===== config.mk =====
export PLATFORM = sky130hd
export DESIGN_NAME = instr_loader
export DESIGN_NICKNAME = d
export VERILOG_FILES = /design/src/rtl/instr_loader_pkg.sv /design/src/rtl/instr_loader.sv
export SDC_FILE = /design/constraint.sdc
export NUM_CORES = 1
export LEC_CHECK = 0
export ABC_AREA = 1
export BUFFER_PORTS_ARGS = -buffer_cell sky130_fd_sc_hd__buf_2
export CAP_MARGIN = 20
export CORE_AREA = 4 4 73 75
export CTS_CLUSTER_DIAMETER = 120
export DETAILED_ROUTE_END_ITERATION = 12
export DIE_AREA = 0 0 77 79
export HOLD_SLACK_MARGIN = 0.05
export PLACE_DENSITY = 0.74
export SLEW_MARGIN = 40
export SYNTH_ARGS = -nofsm -noshare
export SYNTH_HDL_FRONTEND = slang
export SYNTH_SLANG_ARGS = --single-unit

===== constraint.sdc =====
create_clock -name clock -period 2.1 [get_ports clock]
set_clock_uncertainty 0.2 [all_clocks]
set_input_delay 0.315 -clock clock [delete_from_list [all_inputs] [get_ports clock]]
set_output_delay 0.315 -clock clock [all_outputs]
set_load 0.03 [all_outputs]

===== src/rtl/instr_loader_pkg.sv =====
// Shared definitions for the UART instruction loader: FSM states and frame constants.
`default_nettype none

package instr_loader_pkg;

   typedef enum logic [2:0] {
      IDLE = 3'd0,
      LEN  = 3'd1,
      DATA = 3'd2,
      SUM  = 3'd3,
      DONE = 3'd4
   } state_t;

   localparam int CNT_W = 9;
   localparam int SUM_W = 8;
   localparam logic [CNT_W-1:0] LEN_ZERO_COUNT = 9'd256;

   // A length byte of zero stands for a full 256-byte payload.
   function automatic logic [CNT_W-1:0] frame_len(input logic [7:0] len_byte);
      return (len_byte == 8'd0) ? LEN_ZERO_COUNT : {1'b0, len_byte};
   endfunction

endpackage

`default_nettype wire


===== src/rtl/instr_loader.sv =====
// Receives a length/payload/checksum frame from a UART byte stream and writes the
// payload into instruction memory, holding the CPU in reset until a good load completes.
`default_nettype none

module instr_loader
   import instr_loader_pkg::*;
#(
   parameter logic [7:0] BASE_ADDR = 8'h00
) (
   input  logic       clock,
   input  logic       reset_n,
   input  logic       start,
   input  logic [7:0] rx_data,
   input  logic       rx_valid,
   output logic       rx_ready,
   output logic [7:0] mem_addr,
   output logic [7:0] mem_w_data,
   output logic       mem_w_en,
   output logic       cpu_hold,
   output logic       busy,
   output logic       done,
   output logic       err
);

   state_t           state;
   logic [CNT_W-1:0] count;
   logic [CNT_W-1:0] length;
   logic [SUM_W-1:0] checksum;
   logic             accept;

   assign busy     = (state == LEN) || (state == DATA) || (state == SUM);
   assign rx_ready = busy;
   assign accept   = rx_valid && rx_ready;
   // The CPU is released only once a load has finished with a matching checksum.
   assign cpu_hold = ~done;

   always_ff @(posedge clock) begin
      if (!reset_n) begin
         state      <= IDLE;
         count      <= '0;
         length     <= '0;
         checksum   <= '0;
         mem_w_en   <= 1'b0;
         mem_addr   <= BASE_ADDR;
         mem_w_data <= 8'd0;
         done       <= 1'b0;
         err        <= 1'b0;
      end else begin
         mem_w_en <= 1'b0;
         case (state)
            IDLE, DONE: begin
               if (start) begin
                  state    <= LEN;
                  done     <= 1'b0;
                  err      <= 1'b0;
                  checksum <= '0;
                  count    <= '0;
               end
            end
            LEN: begin
               if (accept) begin
                  length <= frame_len(rx_data);
                  count  <= '0;
                  state  <= DATA;
               end
            end
            DATA: begin
               if (accept) begin
                  mem_w_en   <= 1'b1;
                  mem_addr   <= BASE_ADDR + count[7:0];
                  mem_w_data <= rx_data;
                  checksum   <= checksum + rx_data;
                  count      <= count + 9'd1;
                  if (count == length - 9'd1) begin
                     state <= SUM;
                  end
               end
            end
            SUM: begin
               if (accept) begin
                  done  <= (rx_data == checksum);
                  err   <= (rx_data != checksum);
                  state <= DONE;
               end
            end
            default: state <= IDLE;
         endcase
      end
   end

endmodule

`default_nettype wire


==> results.cfg, run 1 <==
[critical_path]
cp.required_ns = 2.09
critPathArrivalTime_ns = 1.92
crit_fanout = 2
crit_type = reg -> reg
crit_path_end_kind = flop
start_kind = flop

[clocking]
cts_made_buffers = 5
cts.sinks = 48
h-tree-depth = 2
cts_tree = yes
clkTransAtPathRegs_ns = 0.08
cts_hold_buf = 0
clk-insertion-delay-late_ns = 0.29
ctsRootBufferMaster = clkbuf_8
clockBufferDepth = 2

[placed_design]
post-place-ws_ns = -0.0986
post-place-cells = 455
placed_area_um2 = 2840
io_buffer_count = 33
post-dp-hpwl_mm = 4.39
gp_congestion = 0.835

[power_and_ir_drop]
power_frac_seq_pct = 34.3
power_frac_comb_pct = 49.4
total_power_mw = 3.48
ir_drop_mv = 0.875
netSwitchingPower_mw = 1.60
swShare_pct = 46.1
p_int_mw = 1.88
p_clk_share_pct = 16.3
power-per-cell-area_nw_per_um2 = 1180
leakage_nw = 1.40

[floorplan]
pin_count = 34
row_count = 25
die_area_um2 = 6080
start_util_pct = 55.4
fp.dieH_um = 79
coreArea_um2 = 4660
die_w_um = 77

[global_route]
grt_pass1_wl_mm = 10.1
grt_pass1_vias = 2224
grt_max_degree = 33
track_usage_pct = 20.4
grt_overflow_total = 0
antenna_found_initial = 0

[sta]
finalSetupViolations = 0
period_needed_ns = 1.93
rsz0062_at_grt = false
maxSlewViolCount = 0
setup_tns_ns = 0
finalCritPeriodShare_pct = 92.1
setup_ws_ns = 0.165
clock.fmax_ghz = 0.517
tightest_slew_ns = 0.433
hold_viol = 0
max_slew_margin_pct = 70.7

[layout]
diodes = 0
final_area_um2 = 2940
final_nets = 430
finalNonFillerCells = 463
drive_gt1_share_pct = 19.1
syn_to_final_growth_pct = 13.9

[synth]
yosys.area.top_type = dfxtp_1
syn_area_per_cell_um2 = 6.99
syn-num-nets = 391
synth-seq-area-share_pct = 37.2
synth_area_um2 = 2580
syn-instance-count = 369
synth_cell_types = 35
synth_top_area_share_pct = 37.2
netlist_top_cells_area = dfxtp_1, nor2_1, nand2_1
synth_warnings = 0
ys_ff_latch = 48

[routing]
ant_nets = 0
dr_wl_met2_mm = 2.91
dr.pass1.iters = 5
wl_met3_um = 287
wl_per_cell_um = 12.8
drc = 0
met1_length_mm = 2.68
vias = 2454
drt-total-wl_mm = 5.93
topRoutingLayerUsed = met4
viasPerCell = 5.30
drt_iter0_markers = 148

[run]
cap_viol_max_count = 0

[status]
status = complete, no violations

[hold_path]
hold_path.class = in -> reg
power groups by stage:
stage,clock network (mW),logic [mW],registers [mW]
finish,0.568,1.72,1.19
detailed placement,0,1.71,1.21
CTS,0.585,1.72,1.19
global route,0.605,1.93,1.22
floorplan,0,1.18,1.37
global placement,0,1.69,1.21
layout make-up:
cell class / count / area, um2
Tap cell: 54 / 67.6
Fill cell: 426 / 1720
Multi-Input combinational cell: 266 / 1420
Timing Repair Buffer: 41 / 225
Sequential cell: 48 / 962
Clock buffer: 8 / 90.1
Inverter: 46 / 178
repair_timing:
item | 4_1_cts | 5_1_grt
gates resized for setup | 0 | 8
setup endpoints to repair | 0 | 4
setup buffers | 0 | 0
sequential cells by signal, summed over array words and instances, names as in the netlist:
signal      count
done            1
checksum        8
count           9
err             1
length          9
mem_w_data      8
mem_addr        8
mem_w_en        1
state           3
cells in the final DEF (no fill, tap or decap), types with 5 or more instances in the layout:
cell,n
nand2_1,57
inv_2,8
nor2_1,66
o21ai_0,32
dfxtp_1,47
clkbuf_8,6
buf_2,33
inv_1,37
a21oi_1,31
buf_4,8
ha_1,8
nor3_1,10
xor2_1,5
nand3_1,23
worst max-delay path, cell delays in order (launching register included):
cell     delay, ns
dfxtp_1       0.32
ha_1          0.21
fa_2          0.35
nand2_1       0.07
inv_1         0.05
o21ai_2       0.12
a21oi_1       0.09
nor2_1        0.09
nor2_1        0.06
nor3_1        0.17
o21ai_1       0.10
kinds of logic (layout without fill, tap and decap cells):
kind of cell,Yosys count,count (layout),share of synthesized area [%]
simple gates,176,176,31.0
xor+xnor,6,6,2.04
compound gates,74,74,16.2
buf+inv,55,95,8.34
flops,48,48,37.2
fa+ha+maj,10,10,5.14
synthesized netlist by cell type, drive strengths merged:
library cell and number:
a211oi 1, a21oi 32, a31o 1, a32o 1, buf 2, clkbuf 7
dfxtp 48, fa 1, ha 9, inv 46, nand2 62, nand3 24
nand4 3, nor2 70, nor3 13, nor3b 2, nor4 2, o21ai 38
o311ai 1, xnor2 1, xor2 5
metrics by stage:
step                util (%)  hold slack, ns
global placement        60.8           0.267
CTS                     62.8           0.102
finish                  63.0           0.107
floorplan                  -           0.248
global route            63.0           0.117
detailed placement      60.8           0.272
routing by layer:
| layer | up-vias | global-route usage (%) |
|---|---|---|
| li1 | 1278 | - |
| met1 | 1109 | 26.3 |
| met2 | 62 | 35.4 |
| met3 | 5 | 3.51 |
| met4 | 0 | 5.34 |
| met5 | - | 0 |
path summary, 6_finish.rpt:
path,start,to,slack [ns],cells past startpoint
worst min-delay path,rx_data[5],mem_w_data[5],0.11,3
worst min register to register,checksum[0],checksum[0],0.28,2
worst max register to register,checksum[0],checksum[6],0.17,10
worst max-delay path,checksum[0],checksum[6],0.17,10
Note: power is estimated with default switching activity, not from simulation.
==> inputs of run 2 (changes only) <==
--- a/config.mk
+++ b/config.mk
@@ -5,11 +5,12 @@
 export SDC_FILE = /design/constraint.sdc
 export NUM_CORES = 1
 export LEC_CHECK = 0
-export ABC_AREA = 1
+export ABC_AREA = 0
 export BUFFER_PORTS_ARGS = -buffer_cell sky130_fd_sc_hd__buf_2
 export CAP_MARGIN = 20
 export CORE_AREA = 4 4 73 75
 export CTS_CLUSTER_DIAMETER = 120
+export CTS_CLUSTER_SIZE = 8
 export DETAILED_ROUTE_END_ITERATION = 12
 export DIE_AREA = 0 0 77 79
 export HOLD_SLACK_MARGIN = 0.05
==> results.cfg, run 2 <==
[floorplan]
coreArea_um2 = 4660
start_util_pct = 55.9
fp.dieH_um = 79
die_area_um2 = 6080
die_w_um = 77
row_count = 25
pin_count = 34

[power_and_ir_drop]
swShare_pct = 26.3
power_frac_seq_pct = 49.6
power_frac_comb_pct = 15.4
netSwitchingPower_uw = 502
ir_drop_mv = 0.412
power-per-cell-area_nw_per_um2 = 610
leakage_nw = 1.29
p_clk_share_pct = 35.0
p_int_mw = 1.41

[synth]
synth_flop_cell = dfxtp_1
ys_ff_latch = 48
netlist_top_cells_area = dfxtp_1, nand2_1, a21boi_0
synth_edf_count = 0
ys_top_cells_by_count = nand2_1, dfxtp_1, a21boi_0, nor2_1, clkbuf_1
synth_area_um2 = 2600
syn-instance-count = 317
synth_top_area_share_pct = 36.9
synth_warnings = 0
syn_area_per_cell_um2 = 8.21
synth_cell_types = 47
yosys.area.top_type = dfxtp_1
synth-async-reset-ratio_pct = 0
syn-num-nets = 339
synth-seq-area-share_pct = 36.9
yosysMostFrequentCell = nand2_1

[layout]
finalNonFillerCells = 422
fill_cells = 409
diodes = 0
reg_top3 = count x9, length x9
final_cell_mix = nand2_1, dfxtp_1, buf_2
syn_to_final_growth_pct = 20.1
drive_gt1_share_pct = 21.2
final_nets = 389
multi_input_area_um2 = 1600
layout_commonest_cell = nand2_1
final-seq-area_um2 = 962

[critical_path]
critPathArrivalTime_ns = 2.07
slowest_stage = a2111o_1
worstPathCellList = inv_1 -> ha_4 -> nor3b_4 -> a221o_1 -> o211a_1 -> a2111o_1 -> o31ai_2
r2r_start = length[0]
start_kind = flop
crit_type = reg -> reg
cpPeakStageDelay_ns = 0.36
cp.required_ns = 2.12
startpoint = length[0]
crit_fanout = 4
crit_path_end_kind = flop

[sta]
finalCritPeriodShare_pct = 97.5
max_slew_margin_pct = 59.3
hold_viol = 0
setup_ws_ns = 0.0533
period_needed_ns = 2.05
tightest_slew_ns = 0.610
clock.fmax_ghz = 0.489
finalSetupViolations = 0
maxSlewViolCount = 0

[clocking]
cts_hold_buf = 0
cts_tree = yes
clockBufferDepth = 2
cts.sinks = 48
ctsRootBufferMaster = clkbuf_8
clk-insertion-delay-late_ns = 0.30
clkTransAtPathRegs_ns = 0.09
cts_made_buffers = 5
cts_setup_buffers = 0
h-tree-depth = 2

[global_route]
grt_pass1_wl_mm = 10.7
antenna_found_initial = 0
track_usage_pct = 21.7
grt_max_degree = 23
grt_overflow_total = 0
grt_pass1_vias = 2281

[placed_design]
gp_congestion = 0.902
post-dp-hpwl_mm = 4.65
io_buffer_count = 33
post-place-ws_ns = -0.0618
post-place-cells = 414

[routing]
viasPerCell = 5.68
dr.pass1.iters = 4
wl_per_cell_um = 14.8
ant_nets = 0
drt-total-wl_mm = 6.26
drc = 0
drt_iter0_markers = 163
vias = 2396

[hold_path]
hold_path.class = in -> reg
min_from = start

[status]
status = complete, no violations

[run]
cap_viol_max_count = 0
-- run 2: cell count changes in the layout (fill, tap and decap cells not counted), sizes merged, moves of 19 or more --
| cell | before | now |
|---|---|---|
| inv | 46 | 4 |
| o21ai | 38 | 12 |
| a21boi | 0 | 31 |
| buf | 41 | 60 |
| a21oi | 32 | 8 |
| nor2 | 70 | 18 |
-- run 2: what timing repair did --
item | in CTS | in global routing
endpoints found under the setup margin | 1 | 3
gates resized for setup | 1 | 7
pin swaps | 0 | 4
cloned | 0 | 0
-- run 2: area by class of cell --
class | count | area share (%)
multi-input cells | 248 | 51.3
flip-flops and latches | 48 | 30.8
repair buffers | 60 | 11.8
clock buffers | 5 | 2.20
well taps | 54 | 2.16
clock inverters | 3 | 1.36
inverters | 4 | 0.480
-- run 2: critical path, delay by kind of cell, from the launching register on --
kind,cells,cell delay (ns)
and+or+nand+nor,1,0.16
DFF,1,0.34
AOI/OAI and AO/OA,4,1.03
buffers and inverters,1,0.07
adders and majority gates,1,0.17
-- run 2: cells by family after synthesis --
family / Yosys count / share of synthesized area [%]
and+or+nand+nor: 137 / 25.3
muxes: 1 / 0.384
AOI/OAI and AO/OA: 79 / 22.0
DFF: 48 / 36.9
xor gates and xnor gates: 21 / 7.06
buffers and inverters: 21 / 3.27
adders and majority gates: 10 / 5.09
-- run 2: power by group through the flow --
stage	Combinational (mW)	Sequential, mW	Clock (mW)
4_1_cts	0.286	0.945	0.684
6_report	0.294	0.947	0.668
3_3_place_gp	0.281	0.965	0
2_1_floorplan	0.180	0.968	0
3_5_place_dp	0.284	0.966	0
5_1_grt	0.324	0.950	0.710
-- run 2: metrics by stage --
step                      cell area [um2]  hold slack [ns]   TNS, ns  total power [mW]  utilization (%)
after floorplan                      2600            0.229         0              1.15                -
after global placement               2980            0.245   -0.0480              1.25             63.8
after detailed placement             2980            0.255    -0.144              1.25             63.8
after CTS                            3090            0.113         0              1.92             66.3
after global routing                 3130            0.146  -0.00870              1.98             67.1
final                                3130            0.116         0              1.91             67.1
-- run 2: per-layer routing --
metal	GRT usage, %	part of all wire [%]	wire, um
met2	37.6	50	3120
met1	27.2	45	2810
met3	4.08	3.5	218
met4	7.47	1.7	108
met5	0	0	0
-- run 2: worst paths after layout --
path	endpoint	slack [ns]	cells after the start
worst min register to register	mem_w_data[1]	0.27	2
worst max-delay path	state[0]	0.05	7
worst min-delay path	state[2]	0.12	3
worst max register to register	state[0]	0.05	7
==> inputs of run 3 (changes only) <==
--- a/config.mk
+++ b/config.mk
@@ -8,11 +8,11 @@
 export ABC_AREA = 0
 export BUFFER_PORTS_ARGS = -buffer_cell sky130_fd_sc_hd__buf_2
 export CAP_MARGIN = 20
-export CORE_AREA = 4 4 73 75
+export CORE_AREA = 4 4 84 66
 export CTS_CLUSTER_DIAMETER = 120
 export CTS_CLUSTER_SIZE = 8
 export DETAILED_ROUTE_END_ITERATION = 12
-export DIE_AREA = 0 0 77 79
+export DIE_AREA = 0 0 88 70
 export HOLD_SLACK_MARGIN = 0.05
 export PLACE_DENSITY = 0.74
 export SLEW_MARGIN = 40
==> results.cfg, run 3 (synthesized netlist as in run 2, its figures left out) <==
[sta]
maxSlewViolCount = 0
hold_viol = 0
max_slew_margin_pct = 74.2
clock.fmax_ghz = 0.495
tightest_slew_ns = 0.386
setup_ws_ns = 0.0818
period_needed_ns = 2.02
finalSetupViolations = 0
finalCritPeriodShare_pct = 96.1

[power_and_ir_drop]
ir_drop_mv = 0.425
power-per-cell-area_nw_per_um2 = 615
leakage_nw = 1.30

[global_route]
track_usage_pct = 22.5
grt_pass1_wl_mm = 11.2
grt_max_degree = 22
grt_pass1_vias = 2296
grt_overflow_total = 0
antenna_found_initial = 0

[floorplan]
fp.dieH_um = 70
die_area_um2 = 6160
pin_count = 34
row_count = 22
coreArea_um2 = 4760
start_util_pct = 54.7
die_w_um = 88

[clocking]
cts_made_buffers = 5
clockBufferDepth = 2
cts_tree = yes
cts.sinks = 48
ctsRootBufferMaster = clkbuf_8
clkTransAtPathRegs_ns = 0.09
clk-insertion-delay-late_ns = 0.30
h-tree-depth = 2

[status]
status = complete, no violations

[layout]
diodes = 0
final_nets = 391
reg_top3 = count x9, length x9
fin_util_pct = 66.3
layout_commonest_cell = nand2_1
syn_to_final_growth_pct = 21.3
drive_gt1_share_pct = 22.2
final_cell_mix = nand2_1, dfxtp_1, buf_2

[placed_design]
post-place-ws_ns = -0.138
io_buffer_count = 33
post-dp-hpwl_mm = 4.99
gp_congestion = 0.985

[routing]
dr.pass1.iters = 5
vias = 2376
drt-total-wl_mm = 6.48
wl_per_cell_um = 15.1
drt_iter0_markers = 162
drc = 0
ant_nets = 0
viasPerCell = 5.53

[hold_path]
hold_path.class = in -> reg

[critical_path]
crit_path_end_kind = flop
cp.required_ns = 2.10
critPathArrivalTime_ns = 2.01
crit_fanout = 2
start_kind = flop
crit_type = reg -> reg

[run]
cap_viol_max_count = 0
## run 3: cell count changes in the layout (fill, tap and decap cells not counted), sizes merged
cell / change
clkinv: -1
buf: +2
inv: +1
## run 3: critical path, stage by stage (launching register included)
cell	delay (ns)
dfxtp_1	0.33
ha_1	0.21
buf_4	0.14
a211oi_1	0.27
o21ai_0	0.16
a21o_1	0.21
and3_1	0.16
a211o_1	0.22
## run 3: layout make-up
cell class,instances,area [um2]
Multi-Input combinational cell,248,1610
Fill cell,405,1600
Sequential cell,48,963
Timing Repair Buffer,62,383
Tap cell,60,75.1
Clock buffer,5,68.8
Clock inverter,3,46.3
Inverter,4,15.0
## run 3: repair_timing
| action | 4_1_cts | 5_1_grt |
|---|---|---|
| gates resized for setup | 2 | 8 |
| cloned | 0 | 0 |
| setup endpoints to repair | 2 | 2 |
| hold buffers | 0 | 0 |
| pin swaps | 0 | 4 |
| buffers inserted | 0 | 2 |
## run 3: worst paths after layout
| path | startpoint | to | slack (ns) | cells after the start |
|---|---|---|---|---|
| setup / recovery | checksum[0] | checksum[7] | 0.08 | 7 |
| hold / removal | rx_data[2] | length[2] | 0.11 | 3 |
| setup reg to reg | checksum[0] | checksum[7] | 0.08 | 7 |
| hold reg to reg | mem_addr[4] | mem_addr[4] | 0.26 | 2 |
## run 3: per-stage QoR
| stage | TNS [ns] | instance area [um2] | hold WS (ns) | instances | power (mW) |
|---|---|---|---|---|---|
| after global routing | -0.00731 | 3160 | 0.122 | 430 | 2.04 |
| after detailed placement | -0.232 | 2980 | 0.258 | 420 | 1.26 |
| after CTS | 0 | 3110 | 0.103 | 428 | 1.93 |
| final | 0 | 3160 | 0.113 | 430 | 1.94 |
| after global placement | -0.0635 | 2980 | 0.243 | 420 | 1.25 |
| after floorplan | 0 | 2600 | 0.229 | 317 | 1.15 |
## run 3: layer usage
metal	share of wire (%)	wire length, um	up-vias	global-route usage [%]
li1	-	-	1216	-
met1	53	3420	1112	34.3
met2	42	2750	44	33.0
met3	4.1	266	4	4.60
met4	0.62	40	0	3.58
met5	0	0	-	0
## run 3: where the power goes
part           switching, mW  internal, mW  total, mW
sequential            0.0228         0.927      0.949
clock                  0.329         0.359      0.688
combinational          0.171         0.136      0.306
total                  0.522          1.42       1.94
